`config.mk`:
```
export PLATFORM = sky130hd
export DESIGN_NAME = dwbuart_tx_fifo_flat
export DESIGN_NICKNAME = d
export VERILOG_FILES = /design/src/rtl/dwbuart_tx_fifo_if.sv /design/src/rtl/dwbuart_tx_fifo.sv /design/src/flat_wrapper.sv
export SDC_FILE = /design/constraint.sdc
export NUM_CORES = 1
export LEC_CHECK = 0
export ABC_AREA = 1
export BUFFER_PORTS_ARGS = -buffer_cell sky130_fd_sc_hd__buf_2
export CORE_MARGIN = 3
export CORE_UTILIZATION = 59
export CTS_CLUSTER_DIAMETER = 200
export DETAILED_ROUTE_END_ITERATION = 6
export PLACE_DENSITY_LB_ADDON = 0.2
export SLEW_MARGIN = 20
export SYNTH_ARGS = -nofsm -noshare
export SYNTH_HDL_FRONTEND = slang
export SYNTH_SLANG_ARGS = --single-unit
```
`constraint.sdc`:
```
create_clock -name clk_i -period 1.9 [get_ports clk_i]
set_input_delay 0.57 -clock clk_i [delete_from_list [all_inputs] [get_ports clk_i]]
set_output_delay 0.57 -clock clk_i [all_outputs]
set_load 0.02 [all_outputs]
```
`src/rtl/dwbuart_tx_fifo_if.sv`:
```
// -----------------------------------------------------------------------------
// dwbuart_tx_fifo_if
//
// Groups the push side (DWBUART register block) and the frame side (UART
// transmit frontend) of the transmit byte queue into one bundle.
//
// Parameters:
//   DEPTH : number of byte entries of the attached queue (power of two, >= 2).
//           Must match the DEPTH of the dwbuart_tx_fifo it is connected to.
//
// Signals (direction as seen by the queue, i.e. the slave modport):
//   flush_i      in   synchronous clear from a UART_CR write
//   push_i       in   enqueue request, one byte per cycle
//   push_data_i  in   byte to enqueue
//   full_o       out  queue holds DEPTH entries
//   empty_o      out  queue holds 0 entries
//   level_o      out  current entry count, 0..DEPTH
//   overflow_o   out  one-cycle pulse when a push is dropped
//   idle_o       out  queue empty and no frame in flight (SR.TXE)
//   transmit_o   out  one-cycle launch pulse to the frontend
//   dr_o         out  byte being transmitted
//   done_i       in   one-cycle pulse from the frontend at end of frame
//
// Modports:
//   slave  : the queue itself
//   master : the surrounding logic (register block + transmit frontend)
// -----------------------------------------------------------------------------
`timescale 1ns/1ps

interface dwbuart_tx_fifo_if #(
  parameter int DEPTH = 8
);
  localparam int LW = $clog2(DEPTH) + 1;

  logic          flush_i;
  logic          push_i;
  logic [7:0]    push_data_i;
  logic          full_o;
  logic          empty_o;
  logic [LW-1:0] level_o;
  logic          overflow_o;
  logic          idle_o;
  logic          transmit_o;
  logic [7:0]    dr_o;
  logic          done_i;

  modport slave (
    input  flush_i, push_i, push_data_i, done_i,
    output full_o, empty_o, level_o, overflow_o, idle_o, transmit_o, dr_o
  );

  modport master (
    output flush_i, push_i, push_data_i, done_i,
    input  full_o, empty_o, level_o, overflow_o, idle_o, transmit_o, dr_o
  );
endinterface : dwbuart_tx_fifo_if

```
`src/rtl/dwbuart_tx_fifo.sv`:
```
// -----------------------------------------------------------------------------
// dwbuart_tx_fifo
//
// Transmit byte queue between the DWBUART register block and the UART transmit
// frontend. Every UART_TXDR write is pushed as one byte; the queue launches one
// frame at a time (transmit_o pulse + dr_o) and waits for the frontend's done
// pulse before launching the next. Full/empty/level/idle status feeds SR.TXE
// and software flow control.
//
// Parameters:
//   DEPTH : number of byte entries, power of two, >= 2 (default 8)
//   LW    : width of level_o, derived as $clog2(DEPTH)+1; not overridden
//
// Ports:
//   clk_i : clock
//   rst_i : asynchronous reset, ACTIVE LOW despite the name
//   bus   : dwbuart_tx_fifo_if.slave (see the interface file for signals)
//
// Build option:
//   DWBUART_TX_FIFO_CHAIN_EN : when defined, a done pulse with bytes still
//   queued launches the next frame on the same edge (1-cycle gap) and the FSM
//   stays BUSY. When undefined, BUSY always returns to IDLE on done and the
//   next launch comes one edge later (2-cycle gap).
//
// All outputs are registers or decodes of registers; no input reaches an
// output combinationally.
// -----------------------------------------------------------------------------
`timescale 1ns/1ps

module dwbuart_tx_fifo #(
  parameter int DEPTH = 8,
  parameter int LW    = $clog2(DEPTH) + 1
) (
  input  logic                  clk_i,
  input  logic                  rst_i,
  dwbuart_tx_fifo_if.slave      bus
);

  localparam int AW = $clog2(DEPTH);

  if (DEPTH < 2 || (DEPTH & (DEPTH - 1)) != 0) begin : g_depth_check
    $error("dwbuart_tx_fifo: DEPTH must be a power of two >= 2");
  end

  typedef enum logic [0:0] {
    ST_IDLE = 1'b0,
    ST_BUSY = 1'b1
  } state_e;

  // Storage and bookkeeping
  logic [7:0]    mem_q [DEPTH];
  logic [AW-1:0] wp_q;
  logic [AW-1:0] rp_q;
  logic [LW-1:0] cnt_q;

  // Control
  state_e        state_q;
  state_e        state_d;
  logic          pop;
  logic          push_ok;
  logic          overflow_d;

  // Registered outputs
  logic          transmit_q;
  logic          overflow_q;
  logic [7:0]    dr_q;

  logic          full;
  logic          empty;

  assign full  = (cnt_q == LW'(DEPTH));
  assign empty = (cnt_q == '0);

  // ---------------------------------------------------------------------------
  // Next-state / pop / push-accept decode
  // ---------------------------------------------------------------------------
  // NOTE: every signal driven here gets a default first, so no path through
  // the if/case can leave one unassigned and infer a latch.
  always_comb begin
    state_d    = state_q;
    pop        = 1'b0;
    push_ok    = 1'b0;
    overflow_d = 1'b0;

    if (bus.flush_i) begin
      // Flush wins over launch, done and push alike.
      state_d = ST_IDLE;
    end else begin
      unique case (state_q)
        ST_IDLE: begin
          if (!empty) begin
            pop     = 1'b1;
            state_d = ST_BUSY;
          end
        end
        ST_BUSY: begin
          if (bus.done_i) begin
`ifdef DWBUART_TX_FIFO_CHAIN_EN
            // Back-to-back frames: relaunch on the done edge itself.
            if (!empty) begin
              pop     = 1'b1;
              state_d = ST_BUSY;
            end else begin
              state_d = ST_IDLE;
            end
`else
            state_d = ST_IDLE;
`endif
          end
        end
        default: state_d = ST_IDLE;
      endcase

      // A same-cycle pop frees the slot the push needs, even when full.
      push_ok    = bus.push_i && (!full || pop);
      overflow_d = bus.push_i && full && !pop;
    end
  end

  // ---------------------------------------------------------------------------
  // Byte storage
  // ---------------------------------------------------------------------------
  // NOTE: the array has no reset; entries are only ever read after being
  // written, and leaving them unreset lets it map onto plain flops/LUT-RAM.
  always_ff @(posedge clk_i) begin
    if (push_ok) begin
      mem_q[wp_q] <= bus.push_data_i;
    end
  end

  // ---------------------------------------------------------------------------
  // Pointers and count
  // ---------------------------------------------------------------------------
  // NOTE: sequential state uses non-blocking assignments only, so every
  // register samples pre-edge values regardless of statement order.
  always_ff @(posedge clk_i or negedge rst_i) begin
    if (!rst_i) begin
      wp_q  <= '0;
      rp_q  <= '0;
      cnt_q <= '0;
    end else if (bus.flush_i) begin
      wp_q  <= '0;
      rp_q  <= '0;
      cnt_q <= '0;
    end else begin
      if (push_ok) begin
        wp_q <= wp_q + AW'(1);
      end
      if (pop) begin
        rp_q <= rp_q + AW'(1);
      end
      unique case ({push_ok, pop})
        2'b10:   cnt_q <= cnt_q + LW'(1);
        2'b01:   cnt_q <= cnt_q - LW'(1);
        default: cnt_q <= cnt_q;
      endcase
    end
  end

  // ---------------------------------------------------------------------------
  // FSM state and registered outputs
  // ---------------------------------------------------------------------------
  always_ff @(posedge clk_i or negedge rst_i) begin
    if (!rst_i) begin
      state_q    <= ST_IDLE;
      transmit_q <= 1'b0;
      overflow_q <= 1'b0;
      dr_q       <= 8'h00;
    end else begin
      state_q    <= state_d;
      // pop is already forced low by flush, so both pulses clear on flush.
      transmit_q <= pop;
      overflow_q <= overflow_d;
      // dr_o holds across flush and until the next launch.
      if (pop) begin
        dr_q <= mem_q[rp_q];
      end
    end
  end

  // ---------------------------------------------------------------------------
  // Outputs
  // ---------------------------------------------------------------------------
  assign bus.full_o     = full;
  assign bus.empty_o    = empty;
  assign bus.level_o    = cnt_q;
  assign bus.overflow_o = overflow_q;
  assign bus.idle_o     = (state_q == ST_IDLE) && empty;
  assign bus.transmit_o = transmit_q;
  assign bus.dr_o       = dr_q;

endmodule : dwbuart_tx_fifo
```
`src/flat_wrapper.sv`:
```
// flat-port wrapper written by rule: the top's interface ports become plain ports
module dwbuart_tx_fifo_flat 
#(
  parameter int DEPTH = 8,
  parameter int LW    = $clog2(DEPTH) + 1
)
  (clk_i, rst_i, bus_flush_i, bus_push_i, bus_push_data_i, bus_done_i, bus_full_o, bus_empty_o, bus_level_o, bus_overflow_o, bus_idle_o, bus_transmit_o, bus_dr_o);
  dwbuart_tx_fifo_if #(.DEPTH(DEPTH)) bus_i ();
  input  logic clk_i;
  input  logic rst_i;
  input wire logic [$bits(bus_i.flush_i)-1:0] bus_flush_i;
  input wire logic [$bits(bus_i.push_i)-1:0] bus_push_i;
  input wire logic [$bits(bus_i.push_data_i)-1:0] bus_push_data_i;
  input wire logic [$bits(bus_i.done_i)-1:0] bus_done_i;
  output wire logic [$bits(bus_i.full_o)-1:0] bus_full_o;
  output wire logic [$bits(bus_i.empty_o)-1:0] bus_empty_o;
  output wire logic [$bits(bus_i.level_o)-1:0] bus_level_o;
  output wire logic [$bits(bus_i.overflow_o)-1:0] bus_overflow_o;
  output wire logic [$bits(bus_i.idle_o)-1:0] bus_idle_o;
  output wire logic [$bits(bus_i.transmit_o)-1:0] bus_transmit_o;
  output wire logic [$bits(bus_i.dr_o)-1:0] bus_dr_o;
  assign bus_i.flush_i = bus_flush_i;
  assign bus_i.push_i = bus_push_i;
  assign bus_i.push_data_i = bus_push_data_i;
  assign bus_i.done_i = bus_done_i;
  assign bus_full_o = bus_i.full_o;
  assign bus_empty_o = bus_i.empty_o;
  assign bus_level_o = bus_i.level_o;
  assign bus_overflow_o = bus_i.overflow_o;
  assign bus_idle_o = bus_i.idle_o;
  assign bus_transmit_o = bus_i.transmit_o;
  assign bus_dr_o = bus_i.dr_o;
  dwbuart_tx_fifo #(.DEPTH(DEPTH), .LW(LW)) u_core (.clk_i(clk_i), .rst_i(rst_i), .bus(bus_i));
endmodule
```
==> results.json <==
{
  "wl_per_cell_um": 17.1,
  "skew_ps": 8.69,
  "start_kind": "flip-flop",
  "p_leak_nw": 1.64,
  "areaGrowthSynthToFinish_pct": 16.6,
  "clock_latency_ps": 340,
  "start_util": 0.622,
  "critical_path_class": "flip-flop to primary output",
  "slew_violations": 0,
  "diodes": 0,
  "reg2reg_setup_slack_ps": 80,
  "fmax_mhz": 532,
  "vias": 2386,
  "grt_util_all_layers": 0.218,
  "postRouteAntennaNets": 0,
  "yosys.area.top_type_share": 0.548,
  "drive_gt1_frac": 0.237,
  "grt_max_degree": 35,
  "synth.distinct_cells": 31,
  "timing.rr.start": "u_core.bus.level_o[2]",
  "synth_seq_cells": 85,
  "crit_start": "u_core.bus.level_o[0]",
  "grt_pass1_vias": 2351,
  "cp_max_fo": 6,
  "rr_worst_depth": 12,
  "die_w_um": 83.1,
  "final_area_um2": 4090,
  "via_per_inst": 5.71,
  "hold_viol_final": 0,
  "core_um2": 5640,
  "maxCapViolCount": 0,
  "place_area_um2": 3860,
  "ir_drop_uv": 1010,
  "htree_num_levels": 3,
  "grt_overflow": 0,
  "status": "completed",
  "die-area_um2": 6910,
  "cts_tree": "built",
  "worst_pin_slew_ps": 561,
  "clkTransAtPathRegs_ps": 80,
  "cts-hold-fix-buffers": 0,
  "syn_avg_cell_area_um2": 12.1,
  "cp.required_ps": 1330,
  "clockBufferDepth": 2,
  "critPathArrivalTime_ps": 1310,
  "routed_wirelength_um": 7140,
  "antenna_found_initial": 0,
  "max_slew_margin": 0.625,
  "hpwl_um": 4800,
  "setup_tns_ps": 0,
  "setup_viol": 0,
  "yosysTopAreaCell": "edfxtp_1",
  "grt_pass1_wl_um": 11600,
  "period_minus_slack_ps": 1880,
  "finalCritPeriodShare": 0.989,
  "synth_cells": 290,
  "ios": 30,
  "synth_fp_nets": 307,
  "syn_area_um2": 3510,
  "synth_area_leaders": "edfxtp_1, dfrtp_1, o21ai_0",
  "route.detailed.drc": 0,
  "ys_warn_count": 0,
  "endpoint": "bus_full_o",
  "cts_inserted_buffers": 9,
  "port_buffers": 29,
  "reg2reg_to": "u_core.bus.level_o[3]",
  "clockRootBuffer": "clkbuf_8",
  "synth-seq-area-share": 0.698,
  "powerDensity_nw_per_um2": 1350,
  "gp_congestion": 0.789,
  "clock-sinks": 85,
  "critPathCaptureType": "primary output",
  "drt_first_pass_iters": 4,
  "drt_iter0_markers": 159,
  "row_count": 27,
  "final_nets": 358,
  "die_h_um": 83.1,
  "min-delay-path-class": "input port to async pin",
  "rsz0062_at_grt": "true"
}
[area by class of cell]
type | instances | area (um2)
multi-input combinational | 174 | 957
clock inverter | 4 | 48.8
inverter | 21 | 80.1
tap | 72 | 90.1
timing repair buffer | 50 | 327
clock buffer | 12 | 135
fill | 386 | 1550
sequential | 85 | 2450
[worst min path at each step]
stage	start	endpoint	slack, ps	cells past startpoint
CTS	rst_i	u_core.bus.level_o[3]	190	1
global route	rst_i	u_core.bus.dr_o[6]	200	1
detailed placement	u_core.bus.dr_o[7]	u_core.bus.dr_o[7]	460	2
floorplan	rst_i	u_core.bus.dr_o[0]	270	0
global placement	u_core.bus.dr_o[2]	u_core.bus.dr_o[2]	460	2
finish	rst_i	u_core.bus.level_o[3]	170	1
[per-layer routing]
| layer | vias to the layer above | wire (um) | track usage | part of all wire |
|---|---|---|---|---|
| met5 | - | 0 | 0 | 0 |
| met4 | 0 | 123 | 0.0594 | 0.017 |
| met3 | 13 | 401 | 0.0516 | 0.056 |
| met2 | 91 | 3620 | 0.374 | 0.51 |
| met1 | 1142 | 2990 | 0.279 | 0.42 |
| li1 | 1140 | - | - | - |
[worst max-delay path, cell delays in order, from the launching register on]
cell and delay (ps):
dfrtp_1 410, buf_4 170, nor4_2 210, buf_4 180
[registers in the layout, summed over array words and instances, names as in the netlist]
signal and flops:
u_core.rp_q 3, u_core.mem_q 64, u_core.bus.dr_o 8, u_core.bus.level_o 4
u_core.bus.transmit_o 1, u_core.wp_q 3, u_core.bus.overflow_o 1, u_core.state_q 1
[timing repair]
item,4_1_cts,5_1_grt
endpoints found under the hold margin,0,0
cloned,0,0
resized for setup,4,6
pin swaps,1,0
setup buffers,0,1
setup endpoints to repair,3,4
[cell families (layout without fill, tap and decap cells)]
| group | after synthesis | in the layout | share of synthesized area |
|---|---|---|---|
| AOI/OAI and AO/OA | 73 | 73 | 0.125 |
| xor gates and xnor gates | 1 | 1 | 0.00250 |
| adders and majority gates | 4 | 4 | 0.0143 |
| buffers and inverters | 31 | 87 | 0.0350 |
| DFF | 85 | 85 | 0.698 |
| and+or+nand+nor | 96 | 96 | 0.126 |
[stage by stage]
stage               setup WS (ps)  hold slack [ps]  std cells  utilization  total power, W
finish                       20.2              169        418        0.725         0.00553
global route                -72.4              197        418        0.725         0.00586
CTS                          2.76              189        417        0.720         0.00548
detailed placement           11.7              461        401        0.685         0.00426
global placement              109              458        401        0.685         0.00420
floorplan                    42.2              274        290            -         0.00364
[synthesized netlist by cell type, drive strengths merged]
master	number
edfxtp	64
buf	2
nor3	2
o221ai	8
a21oi	6
inv	19
nand3	7
nor2	47
dfrtp	21
nand3b	1
nor4	1
o21ai	43
o211ai	8
clkinv	2
nand2	36
nand4	2
xor2	1
o22ai	8
clkbuf	8
ha	4
[layout by cell type (no fill, tap or decap), types with 2 or more instances in the layout]
cell       n
a21oi_1    4
buf_2     26
buf_4     22
clkbuf_1   3
clkbuf_8   9
clkinv_2   3
dfrtp_1   19
dfrtp_2    2
edfxtp_1  64
ha_1       4
inv_1     16
inv_2      3
nand2_1   34
nand3_1    5
nor2_1    43
nor2_2     2
nor2_4     2
nor3_1     2
o211ai_1   8
o21ai_0   39
o21ai_1    4
o221ai_1   8
o22ai_1    8
[report_power, final]
part,switching (W),internal (W),leakage [nW]
clock network,0.000602,0.000610,0.0947
logic,0.00128,0.000711,0.694
registers,0.000136,0.00219,0.846
total,0.00202,0.00351,1.64
(Power assumes the default switching activity.)
